<file path="config.mk">
export PLATFORM = sky130hd
export DESIGN_NAME = q_stream_monitor
export DESIGN_NICKNAME = d
export VERILOG_FILES = /design/src/rtl/q_stream_monitor_pkg.sv /design/src/rtl/q_stream_monitor_sat_counter.sv /design/src/rtl/q_stream_monitor.sv
export SDC_FILE = /design/constraint.sdc
export NUM_CORES = 1
export LEC_CHECK = 0
export ABC_AREA = 1
export BUFFER_PORTS_ARGS = -buffer_cell sky130_fd_sc_hd__buf_2
export CORE_MARGIN = 3
export CORE_UTILIZATION = 25
export DETAILED_ROUTE_END_ITERATION = 12
export HOLD_SLACK_MARGIN = 0.05
export PLACE_DENSITY = 0.52
export SYNTH_ARGS = -nofsm -noshare
export SYNTH_HDL_FRONTEND = slang
export SYNTH_SLANG_ARGS = --single-unit
export TNS_END_PERCENT = 50
</file>
<file path="constraint.sdc">
create_clock -name clk -period 2.4 [get_ports clk]
set_input_delay 0.24 -clock clk [delete_from_list [all_inputs] [get_ports clk]]
set_output_delay 0.24 -clock clk [all_outputs]
set_load 0.02 [all_outputs]
</file>
<file path="src/rtl/q_stream_monitor_pkg.sv">
// q_stream_monitor_pkg: shared FSM state type and default counter width for the stream monitor.
package q_stream_monitor_pkg;
    typedef enum logic {WARMUP, RUN} state_e;
    localparam int CNT_W_DEF = 16;
endpackage

</file>
<file path="src/rtl/q_stream_monitor_sat_counter.sv">
// sat_counter: up-counter that sticks at all-ones; clr has priority over inc.
module sat_counter #(
    parameter int W = 16
) (
    input  logic         clk,
    input  logic         rst_n,
    input  logic         inc,
    input  logic         clr,
    output logic [W-1:0] cnt
);
    logic [W-1:0] cnt_q, cnt_d;
    always_comb cnt_d = clr ? '0 : (inc && cnt_q != '1) ? cnt_q + 1'b1 : cnt_q;
    always_ff @(posedge clk or negedge rst_n)
        if (!rst_n) cnt_q <= '0;
        else cnt_q <= cnt_d;
    assign cnt = cnt_q;
endmodule

</file>
<file path="src/rtl/q_stream_monitor.sv">
// q_stream_monitor: watches a flip-flop's q/qn pair for edges, complement faults and a bit pattern.
// Define Q_STREAM_MONITOR_RUNLEN_EN to build the longest-run tracker behind max_run.
module q_stream_monitor
    import q_stream_monitor_pkg::*;
#(
    parameter logic [7:0] PATTERN = 8'b1011_0000,
    parameter int         PAT_LEN = 4,
    parameter int         CNT_W   = CNT_W_DEF
) (
    input  logic             clk,
    input  logic             rst_n,
    input  logic             q,
    input  logic             qn,
    input  logic             clear,
    output logic             match,
    output logic [CNT_W-1:0] rise_cnt,
    output logic [CNT_W-1:0] fall_cnt,
    output logic [CNT_W-1:0] err_cnt,
    output logic             comp_err,
    output logic [CNT_W-1:0] max_run
);
    localparam logic [PAT_LEN-1:0] PAT  = PATTERN[7 -: PAT_LEN];
    localparam logic [3:0]         LAST = 4'(PAT_LEN - 1);
    state_e state_q, state_d;
    logic [3:0] wcnt_q, wcnt_d;
    logic [PAT_LEN-1:0] hist_q, hist_d;
    logic match_q, match_d, comp_err_q, comp_err_d;
    logic have, full, same, err, rise, fall;
    // hist_q[0] is the previous sample; have says whether one exists since reset/clear
    always_comb begin
        have       = (state_q == RUN) || (wcnt_q != 4'd0);
        full       = (state_q == RUN) || (wcnt_q == LAST);
        same       = have && (q == hist_q[0]);
        err        = !clear && (qn == q);
        rise       = !clear && have && !hist_q[0] && q;
        fall       = !clear && have && hist_q[0] && !q;
        hist_d     = clear ? '0 : PAT_LEN'({hist_q, q});
        match_d    = !clear && full && (hist_d == PAT);
        comp_err_d = !clear && (comp_err_q || err);
        state_d    = clear ? WARMUP : full ? RUN : state_q;
        wcnt_d     = clear ? 4'd0 : (state_q == WARMUP) ? wcnt_q + 4'd1 : wcnt_q;
    end
    always_ff @(posedge clk or negedge rst_n)
        if (!rst_n) begin
            state_q    <= WARMUP;
            wcnt_q     <= 4'd0;
            hist_q     <= '0;
            match_q    <= 1'b0;
            comp_err_q <= 1'b0;
        end else begin
            state_q    <= state_d;
            wcnt_q     <= wcnt_d;
            hist_q     <= hist_d;
            match_q    <= match_d;
            comp_err_q <= comp_err_d;
        end
    sat_counter #(.W(CNT_W)) u_rise (.clk(clk), .rst_n(rst_n), .inc(rise), .clr(clear), .cnt(rise_cnt));
    sat_counter #(.W(CNT_W)) u_fall (.clk(clk), .rst_n(rst_n), .inc(fall), .clr(clear), .cnt(fall_cnt));
    sat_counter #(.W(CNT_W)) u_err  (.clk(clk), .rst_n(rst_n), .inc(err),  .clr(clear), .cnt(err_cnt));
    assign match    = match_q;
    assign comp_err = comp_err_q;
`ifdef Q_STREAM_MONITOR_RUNLEN_EN
    // u_run holds the current run length minus one, so a fresh run is a plain clear
    logic [CNT_W-1:0] extra_cnt, max_run_q, max_run_d;
    logic [CNT_W:0]   run_len;
    sat_counter #(.W(CNT_W)) u_run (
        .clk(clk), .rst_n(rst_n), .inc(!clear && same), .clr(clear || !same), .cnt(extra_cnt)
    );
    always_comb begin
        run_len   = same ? {1'b0, extra_cnt} + (CNT_W + 1)'(2) : (CNT_W + 1)'(1);
        max_run_d = clear ? '0
                  : (run_len > {1'b0, max_run_q}) ? (run_len[CNT_W] ? '1 : run_len[CNT_W-1:0])
                  : max_run_q;
    end
    always_ff @(posedge clk or negedge rst_n)
        if (!rst_n) max_run_q <= '0;
        else max_run_q <= max_run_d;
    assign max_run = max_run_q;
`else
    assign max_run = '0;
`endif
endmodule

</file>
After elaboration in Yosys (flattened, before gate mapping)
Index checks and enable logic that the tools add are counted. Widths: inputs -> output; s select.

Bits in registers: 58. Input bits: 5. Output and inout port bits: 66. Word-level logic and storage cells: 53.

$add $sub $neg: 4. Equal/unequal tests: 7. Mux-type cells: 11. Reduce and logical (&&, ||, !) cells: 23.

Operators by type and width (count): $mux 16 (6); $add 16x1->16 const B (3); $ne 16x16->1 const B (3); $logic_and 1x1->1 (12); $mux 4 (3); $reduce_bool 2->1 (4); $add 4x1->4 const B (1); $eq 4x2->1 const B (1); $eq 4x4->1 const B (1); $reduce_bool 4->1 (1); $logic_not 1->1 (3); $logic_or 1x1->1 (3); $mux 1 (2); $ne 2x2->1 const B (1); $eq 1x1->1 (1).

Longest topological paths before layout
Gate-level depths: netlist (run 1).

Depth after elaboration: 8. Gate-level depth with buffers: 10. Depth with buffers taken out: 10.

By module
A second synthesis (run 1) with hierarchy kept.

Cells, all modules: 505. Area total of the unflattened synthesis: 3708.6 sq um.

Modules (own cells, without submodules): sat_counter (instances 3, cells an instance 144, area an instance 1037.2 sq um, sequential area each 400.4 sq um); q_stream_monitor (instances 1, cells an instance 73, area an instance 596.8 sq um, sequential area each 250.2 sq um).

Worst setup path after synthesis (run 1)
OpenSTA, ideal clock, no wires.

Kind: register -> register. Start: register u_fall.cnt_q[0], in the netlist u_fall.cnt[0]. End: register u_fall.cnt_q[8], in the netlist u_fall.cnt[8]. Data arrival time: 1.512 ns. Required time: 2.282 ns. Slack: 0.770 ns. Cell stages (with the launch flop): 11. Buffers on the path: 0. Path through: dfrtp_1 -> ha_1 -> nand2_1 -> nor2_2 -> nand2_1 -> inv_1 -> nand3_1 -> nand2_2 -> inv_1 -> nand3_1 -> nand2_1.

Cells in the longest elaborated chain, start to end: 3.

Ends and longest elaborated chain: from (decl) (line q_stream_monitor_sat_counter.sv:11) `logic [W-1:0] cnt_q, cnt_d;`; from (signal assigned) (line q_stream_monitor_sat_counter.sv:15) `else cnt_q <= cnt_d;`; $add 16x1->16 or $ne 16x16->1 (tied branches) (line q_stream_monitor_sat_counter.sv:12) `always_comb cnt_d = clr ? '0 : (inc && cnt_q != '1) ? cnt_q + 1'b1 : cnt_q;`; $mux 16 or $logic_and 1x1->1 (tied branches) (line q_stream_monitor_sat_counter.sv:12); $mux 16 or $reduce_bool 2->1 (tied branches).

Several ways; a longest one is shown, not always the timed one. The select of a mux whose other input is x is not followed. A chain may end at the register's enable or synchronous reset.

Final worst setup path (run 1)
Same ends and word-level chain as after synthesis.

==> flow_summary.yaml, run 1 <==
yosys:
  synth_top_family_by_area: "simple AND/OR/NAND/NOR gates"
  synth_simple_gate_area_share_pct: 39.7
  synth_top_flop_cell: "dfrtp_1"
  synthDistinctLibCells: 30
  synth.mux.area_fraction_pct: 0
  synth.most_common_cell: "nand2_1"
  yosysTopAreaCell: "dfrtp_1"
  synth_compound_area_share_pct: 3.59
  synth-seq-area-share_pct: 40.9
  synthAdderAreaFrac_pct: 1.76
  synth-async-reset-ratio_pct: 100
  syn_area_um2: 3550
  synth_edf_count: 0
  synthXorXnorAreaFrac_pct: 2.71
  avgSynthCellArea_um2: 7.16
  synthCells: 496
  synth_top_area_share_pct: 40.9
  synth_seq_cells: 58
  yosysWarnings: 0
  synth_common_cells: "nand2_1 (158), nand3_1 (74), dfrtp_1 (58)"
  synth.area.top_cells: "dfrtp_1 (41%), nand2_1 (17%), nand3_1 (10%)"
floorplan:
  die_h_um: 125
  core-area_um2: 13600
  ios: 71
  start_util_pct: 26.2
  die_w_um: 125
  die_area_um2: 15700
  rows: 42
setup_path:
  cp_data_arrival_time_ns: 2.26
  rrSetupSlack_ns: 0.37
  cp_data_required_time_ns: 2.62
  crit_type: "flop to flop"
  cp_max_fo: 25
  crit_path_start_kind: "flop"
  critPathCaptureType: "flop"
global_route:
  met1_usage_pct: 15.9
  grt.busiest_layer: "met2"
  grt_start_max_net_pins: 46
  grt_overflow_total: 0
  antenna_found_initial: 0
  grt_util_met2_pct: 20.2
  grt_usage_pct: 12.5
  grt_pass1_vias: 3174
  grt_pass1_wl_mm: 15.8
  grt_use_met3_pct: 4.61
timing:
  tns_ns: 0
  timing_max_transition_violations_final: 0
  finalCriticalPeriod_ns: 2.03
  worst_slew_pin_slew_ns: 0.929
  slew_headroom_pct: 37.8
  fin_skew_ns: 0.00584
  rsz0062_at_grt: "no"
  clock.fmax_ghz: 0.491
  hold_viol: 0
  finalSetupViolations: 0
  fin_crit_sh_pct: 84.8
placement:
  dp_hpwl_mm: 6.64
  post_dp_cell_area_um2: 3920
  routabilityCongestion: 0.831
  port_buffers: 54
clocking:
  postCtsSetupBuffers: 0
  cts_tree: "done"
  numCtsBuffers: 9
  h-tree-depth: 3
  cts_num_sinks: 58
  cts_root_buf: "clkbuf_16"
  clkLatencyLatePin_ns: 0.33
  clockBufferDepth: 2
  path_clk_slew_ns: 0.05
power:
  powerDensity_nw_per_um2: 565
  vdd_drop_max_mv: 0.330
  p_total_mw: 2.36
  p_leak_nw: 2.20
routing:
  dr.pass1.iters: 4
  drtIter0Drc: 175
  drc_errors: 0
  via_per_inst: 4.47
  vias: 3275
  wl_per_cell_um: 12.8
  routed_wl_mm: 9.35
  ant_nets: 0
finish:
  final_area_um2: 4180
  drive_gt1_share_pct: 14.9
  n_antenna_cell: 0
  area_delta_synth_final_pct: 17.8
  finalNetCount: 563
job:
  drv_cap: 0
hold_path:
  hold_path_class: "input port to flop"
run_status:
  status: "finished clean"
## critical path, stage by stage, from the launching register on
cell	delay (ns)
dfrtp_1	0.41
ha_1	0.20
nand2_1	0.10
nor2_2	0.18
nand2_1	0.11
inv_1	0.06
nand3_1	0.10
nand2_2	0.36
inv_1	0.23
nand3_1	0.12
nand2_1	0.06
## flip-flops by register name, summed over array words and instances (netlist names)
signal	count
state_q	1
match	1
hist_q	3
wcnt_q	4
comp_err	1
u_rise.cnt	16
u_err.cnt	16
u_fall.cnt	16
## path summary, 6_finish.rpt
kind | start | endpoint | cells after the start
setup / recovery | u_fall.cnt[0] | u_fall.cnt[8] | 10
hold / removal | q | hist_q[0] | 3
setup reg to reg | u_fall.cnt[0] | u_fall.cnt[8] | 10
hold reg to reg | state_q | wcnt_q[0] | 1
max in group asynchronous | rst_n | hist_q[0] | 3
min in group asynchronous | rst_n | u_rise.cnt[12] | 2
## cell usage in the layout, fill, tap and decap left out
| cell | n |
|---|---|
| nand2_1 | 158 |
| nand3_1 | 74 |
| dfrtp_1 | 58 |
| buf_2 | 54 |
| inv_1 | 52 |
| nor2_1 | 42 |
| nand4_1 | 19 |
| conb_1 | 16 |
| o21ai_0 | 13 |
| clkbuf_16 | 9 |
| nor3_1 | 8 |
| a21oi_1 | 7 |
| xnor2_1 | 6 |
| nor2_2 | 5 |
| xor2_1 | 5 |
| ha_1 | 5 |
| clkbuf_1 | 4 |
| nand2_2 | 3 |
| or2_2 | 3 |
| buf_4 | 3 |
| nor2_4 | 2 |
| inv_2 | 1 |
| o31ai_1 | 1 |
| nor2_8 | 1 |
| o21bai_1 | 1 |
| a21o_1 | 1 |
| nand3b_1 | 1 |
| nor3_2 | 1 |
| o21ai_1 | 1 |
| clkbuf_8 | 1 |
| dlygate4sd3_1 | 1 |
## layout make-up
cell class                      instances  area (µm²)
Fill cell                            1469        9380
Multi-Input combinational cell        373        1760
Sequential cell                        58        1450
Timing Repair Buffer                   58         303
Clock buffer                           14         254
Tap cell                              176         220
Inverter                               53         199
## metal layers
metal	up-vias	wire length (µm)
met5	-	0
met4	0	103
met3	8	482
met2	68	4330
met1	1528	4440
li1	1671	-
## report_power, final
part | switching, mW | total (mW) | internal [mW]
logic | 0.152 | 0.197 | 0.0457
clock network | 0.432 | 1.15 | 0.715
registers | 0.0181 | 1.02 | 1.00
## per-stage QoR
stage | utilization [%] | worst slack (ns) | instances | hold slack, ns
after global placement | 28.9 | 0.477 | 717 | 0.289
after CTS | 30.9 | 0.348 | 732 | 0.190
after global routing | 30.9 | 0.107 | 732 | 0.217
final | 30.9 | 0.365 | 732 | 0.214
after floorplan | - | 0.770 | 511 | -0.0556
after detailed placement | 28.9 | 0.371 | 717 | 0.297
## cell families after synthesis
logic type      count (synthesis)
other cells                     1
fa+ha+maj                       5
buf+inv                        80
simple gates                  317
compound gates                 24
xor+xnor                       11
flops                          58
## repair_timing
item | in CTS | in global routing
resized for setup | 0 | 0
setup endpoints to repair | 0 | 0
hold endpoints to repair | 21 | 0
hold buffers | 1 | 0
Note: power is estimated with default switching activity, not from simulation.
==> run 2: changes to the inputs <==
PLACE_DENSITY = 0.53   (was 0.52)
clock period = 1.6 ns   (was 2.4 ns; I/O delays follow)
==> flow_summary.yaml, run 2 (same netlist as run 1, synthesis figures left out) <==
timing:
  finalCriticalPeriod_ns: 1.50
  rsz0062_at_grt: "yes"
  whs_ns: 0.137
  finalSetupViolations: 0
  timing_max_transition_violations_final: 0
  fin_crit_sh_pct: 93.6
  fin_skew_ns: 0.00600
  clock.fmax_ghz: 0.667
  hold_viol: 0
floorplan:
  die_area_um2: 15700
  rows: 42
  ios: 71
  die_h_um: 125
  die_w_um: 125
  start_util_pct: 26.2
  core-area_um2: 13600
global_route:
  grt_pass1_wl_mm: 16.2
  met1_usage_pct: 17.0
  antenna_found_initial: 0
  grt_pass1_vias: 3320
  grt_use_met3_pct: 4.09
  grt_util_met2_pct: 19.3
  grt_start_max_net_pins: 59
  grt_overflow_total: 0
  grt_usage_pct: 12.6
  grt.busiest_layer: "met2"
routing:
  drc_errors: 0
  routed_wl_mm: 9.71
  drtIter0Drc: 205
  dr.pass1.iters: 4
  vias: 3537
  ant_nets: 0
  via_per_inst: 4.44
  wl_per_cell_um: 12.2
finish:
  final_common_cell: "nand2_1"
  area_delta_synth_final_pct: 35.6
  most-common-layout-cells: "nand2_1 (153), nand3_1 (72), buf_4 (55), buf_2 (55), dfrtp_1 (52)"
  finalNetCount: 626
  drive_gt1_share_pct: 27.9
  n_antenna_cell: 0
setup_path:
  critPathCaptureType: "flop"
  cp_max_fo: 6
  cp_data_arrival_time_ns: 1.77
  crit_type: "flop to flop"
  cp_data_required_time_ns: 1.87
  crit_path_start_kind: "flop"
clocking:
  numCtsBuffers: 9
  clkLatencyLatePin_ns: 0.33
  cts_num_sinks: 58
  clockBufferDepth: 2
  cts_tree: "done"
  cts_root_buf: "clkbuf_16"
  h-tree-depth: 3
  path_clk_slew_ns: 0.05
power:
  p_leak_nw: 2.53
  powerDensity_nw_per_um2: 761
  p_total_mw: 3.67
  vdd_drop_max_mv: 0.455
placement:
  port_buffers: 54
  routabilityCongestion: 0.812
  dp_hpwl_mm: 7.07
job:
  drv_cap: 0
hold_path:
  hold_path_class: "input port to flop"
run_status:
  status: "finished clean"
==> run 2: cell types whose count changed in the layout (fill, tap and decap cells not counted), sizes merged <==
cell	change
buf	+62
clkinv	+3
clkbuf	-1
dlygate4sd3	+1
==> run 2: timing repair <==
action	4_1_cts	5_1_grt
endpoints found under the hold margin	59	0
pin swaps	0	5
hold buffers	2	0
gates cloned	0	2
endpoints found under the setup margin	16	42
resized for setup	3	31
setup buffers	0	1
==> run 2: through the flow <==
stage / cells / util (%) / TNS, ns / cell area, µm² / setup slack, ns
2_1_floorplan: 511 / - / 0 / 3620 / 0.00874
3_3_place_gp: 776 / 32.4 / -4.06 / 4400 / -0.338
3_5_place_dp: 776 / 32.4 / -4.03 / 4400 / -0.336
4_1_cts: 794 / 34.6 / 0 / 4690 / 0.00401
5_1_grt: 797 / 35.5 / -0.254 / 4810 / -0.0459
6_report: 797 / 35.5 / 0 / 4810 / 0.102
==> run 2: path summary, 6_finish.rpt <==
check | depth (start not counted) | slack, ns | end | startpoint
setup reg to reg | 9 | 0.10 | u_err.cnt[15] | u_err.cnt[0]
setup / recovery | 9 | 0.10 | u_err.cnt[15] | u_err.cnt[0]
max in group asynchronous | 3 | 0.92 | u_fall.cnt[0] | rst_n
min in group asynchronous | 3 | 0.37 | u_rise.cnt[14] | rst_n
hold reg to reg | 1 | 0.45 | wcnt_q[0] | state_q
hold / removal | 3 | 0.14 | hist_q[0] | q
==> run 2: critical path: stages, from the launching register on <==
cell	delay, ns
dfrtp_2	0.40
ha_1	0.21
nand2_2	0.10
nor2_2	0.05
nand2_2	0.10
nor2_4	0.05
nor2_4	0.18
buf_4	0.19
nand4_1	0.08
nand2_1	0.08
==> run 2: final cells by class <==
cell class,count,area (µm²)
Clock buffer,13,250
Clock inverter,3,15.0
Fill cell,1475,8740
Inverter,53,199
Multi-Input combinational cell,373,1840
Sequential cell,58,1460
Tap cell,176,220
Timing Repair Buffer,121,836
==> run 2: routing by layer <==
layer  part of all wire, %  vias up
met4                   1.3        0
met1                    47     1641
met5                     0        -
li1                      -     1811
met3                   6.0       12
met2                    46       73
==> run 2: where the power goes <==
part,leakage [nW],switching (mW),internal [mW]
combinational,1.61,0.257,0.146
clock,0.133,0.658,1.08
sequential,0.793,0.0206,1.50
total,2.53,0.936,2.73
==> run 3: changes to the inputs <==
CELL_PAD_IN_SITES_DETAIL_PLACEMENT = 0   (was unset)
CELL_PAD_IN_SITES_GLOBAL_PLACEMENT = 2   (was unset)
PLACE_DENSITY = 0.79   (was 0.53)
TNS_END_PERCENT = unset   (was 50)
==> flow_summary.yaml, run 3 (same netlist as run 1, synthesis figures left out) <==
global_route:
  grt_pass1_wl_mm: 17.2
  grt_overflow_total: 0
  grt_start_max_net_pins: 59
  grt_usage_pct: 13.5
  grt_pass1_vias: 3598
  antenna_found_initial: 0
power:
  intPower_mw: 3.01
  p_seq_share_pct: 38.0
  p_sw_share_pct: 25.0
  p_comb_share_pct: 10.8
  powerDensity_nw_per_um2: 806
  p_clk_share_pct: 51.3
  switchingPower_mw: 1.00
  p_leak_nw: 2.59
  vdd_drop_max_mv: 0.370
finish:
  finalNetCount: 629
  final_common_cell: "nand2_1"
  nFillCells: 1455
  drive_gt1_share_pct: 31.6
  most-common-layout-cells: "nand2_1 (154), nand3_1 (64), buf_4 (61), buf_2 (54), dfrtp_1 (51)"
  post-route-util_pct: 36.7
  n_antenna_cell: 0
  final_area_um2: 4970
  fin_cells: 800
  area_delta_synth_final_pct: 40.1
floorplan:
  ios: 71
  rows: 42
  die_area_um2: 15700
  die_h_um: 125
  start_util_pct: 26.2
  core-area_um2: 13600
  die_w_um: 125
placement:
  dp.cells: 779
  post_dp_cell_area_um2: 4420
  routabilityCongestion: 0.775
  dp_hpwl_mm: 7.26
  port_buffers: 54
  post-place-ws_ns: -0.321
setup_path:
  max_stage_delay_ns: 0.38
  crit_slowest_cell: "dfrtp_2"
  cp_data_required_time_ns: 1.82
  ff2ff_path_depth: 10
  rrSetupSlack_ns: 0.1
  critPathCaptureType: "flop"
  crit_chain: "ha_4 > nand2_4 > nor2_4 > nand2_2 > inv_2 > nand3_4 > nand2_4 > clkinvlp_4 > nand3_2 > nand2_1"
  cp_common_cell: "nand2_4"
  cp_num_buf_inv: 2
  critPathTopFamily: "simple AND/OR/NAND/NOR gates"
  crit_cells: 10
  crit_type: "flop to flop"
  crit_path_start_kind: "flop"
  cp_data_arrival_time_ns: 1.73
  cp_max_fo: 7
timing:
  fin_skew_ns: 0.00421
  finalSetupViolations: 0
  fin_crit_sh_pct: 93.9
  timing_max_transition_violations_final: 0
  clock.fmax_ghz: 0.666
  setup_ws_ns: 0.0979
  hold_viol: 0
  rsz0062_at_grt: "yes"
  finalCriticalPeriod_ns: 1.50
routing:
  wl_per_cell_um: 12.8
  routed_wl_mm: 10.2
  dr.pass1.iters: 4
  ant_nets: 0
  vias: 3587
  via_per_inst: 4.48
  drtIter0Drc: 213
  drc_errors: 0
job:
  drv_cap: 0
clocking:
  cts_num_sinks: 58
  numCtsBuffers: 9
  cts_tree: "done"
  path_clk_slew_ns: 0.05
  clkLatencyLatePin_ns: 0.33
  clockBufferDepth: 2
  cts_root_buf: "clkbuf_16"
  h-tree-depth: 3
hold_path:
  hold_depth: 3
  hold_path_class: "input port to flop"
run_status:
  status: "finished clean"
## run 3: cell count changes in the layout (fill, tap and decap cells not counted), sizes merged
cell | before | now
buf | 119 | 123
clkbuf | 13 | 16
clkinv | 3 | 0
clkinvlp | 0 | 1
dlygate4sd3 | 2 | 1
inv | 53 | 52
## run 3: per-stage QoR
stage	total power [mW]	setup TNS, ns	hold WS, ns
3_3_place_gp	1.93	-3.38	0.203
2_1_floorplan	1.79	0	-0.136
3_5_place_dp	1.94	-3.70	0.200
6_report	4.01	0	0.145
4_1_cts	4.03	0	0.123
5_1_grt	4.18	-0.102	0.143
## run 3: layout make-up
cell class / instances / area, µm² / area share, %
Clock buffer: 16 / 322 / 6.47
Inverter: 53 / 203 / 4.08
Multi-Input combinational cell: 373 / 1910 / 38.4
Sequential cell: 58 / 1460 / 29.4
Tap cell: 176 / 220 / 4.43
Timing Repair Buffer: 124 / 858 / 17.3
## run 3: routing by layer
layer | wire, µm | vias to the layer above | share of wire, % | global-route usage [%]
met2 | 4730 | 76 | 46 | 21.4
met5 | 0 | - | 0 | 0
met4 | 216 | 0 | 2.1 | 5.99
met1 | 4860 | 1684 | 48 | 17.5
met3 | 405 | 14 | 4.0 | 3.16
li1 | - | 1813 | - | -
## run 3: worst paths after layout
| kind | endpoint | from |
|---|---|---|
| worst max-delay path | u_fall.cnt[8] | u_fall.cnt[1] |
| worst min-delay path | hist_q[0] | clear |
| worst max register to register | u_fall.cnt[8] | u_fall.cnt[1] |
| worst min register to register | wcnt_q[0] | state_q |
| max in group asynchronous | u_rise.cnt[0] | rst_n |
| min in group asynchronous | u_rise.cnt[12] | rst_n |
## run 3: repair_timing
action | 4_1_cts | 5_1_grt
hold endpoints to repair | 58 | 0
buffers inserted | 0 | 5
cloned | 0 | 0
pin swaps | 0 | 13
endpoints found under the setup margin | 14 | 46
hold buffers | 1 | 0
gates resized for setup | 3 | 48
## run 3: worst register-to-register path, delay by kind of cell, from the launching register on
kind,cells,cell delay [ns]
fa+ha+maj,1,0.15
simple gates,7,0.61
buf+inv,2,0.26
flops,1,0.38
## run 3: power groups by stage
stage,Combinational (mW),Sequential [mW],Clock (mW)
after global placement,0.388,1.54,0
after global routing,0.479,1.53,2.17
after CTS,0.401,1.52,2.10
after detailed placement,0.395,1.55,0
after floorplan,0.220,1.57,0
final,0.433,1.52,2.06
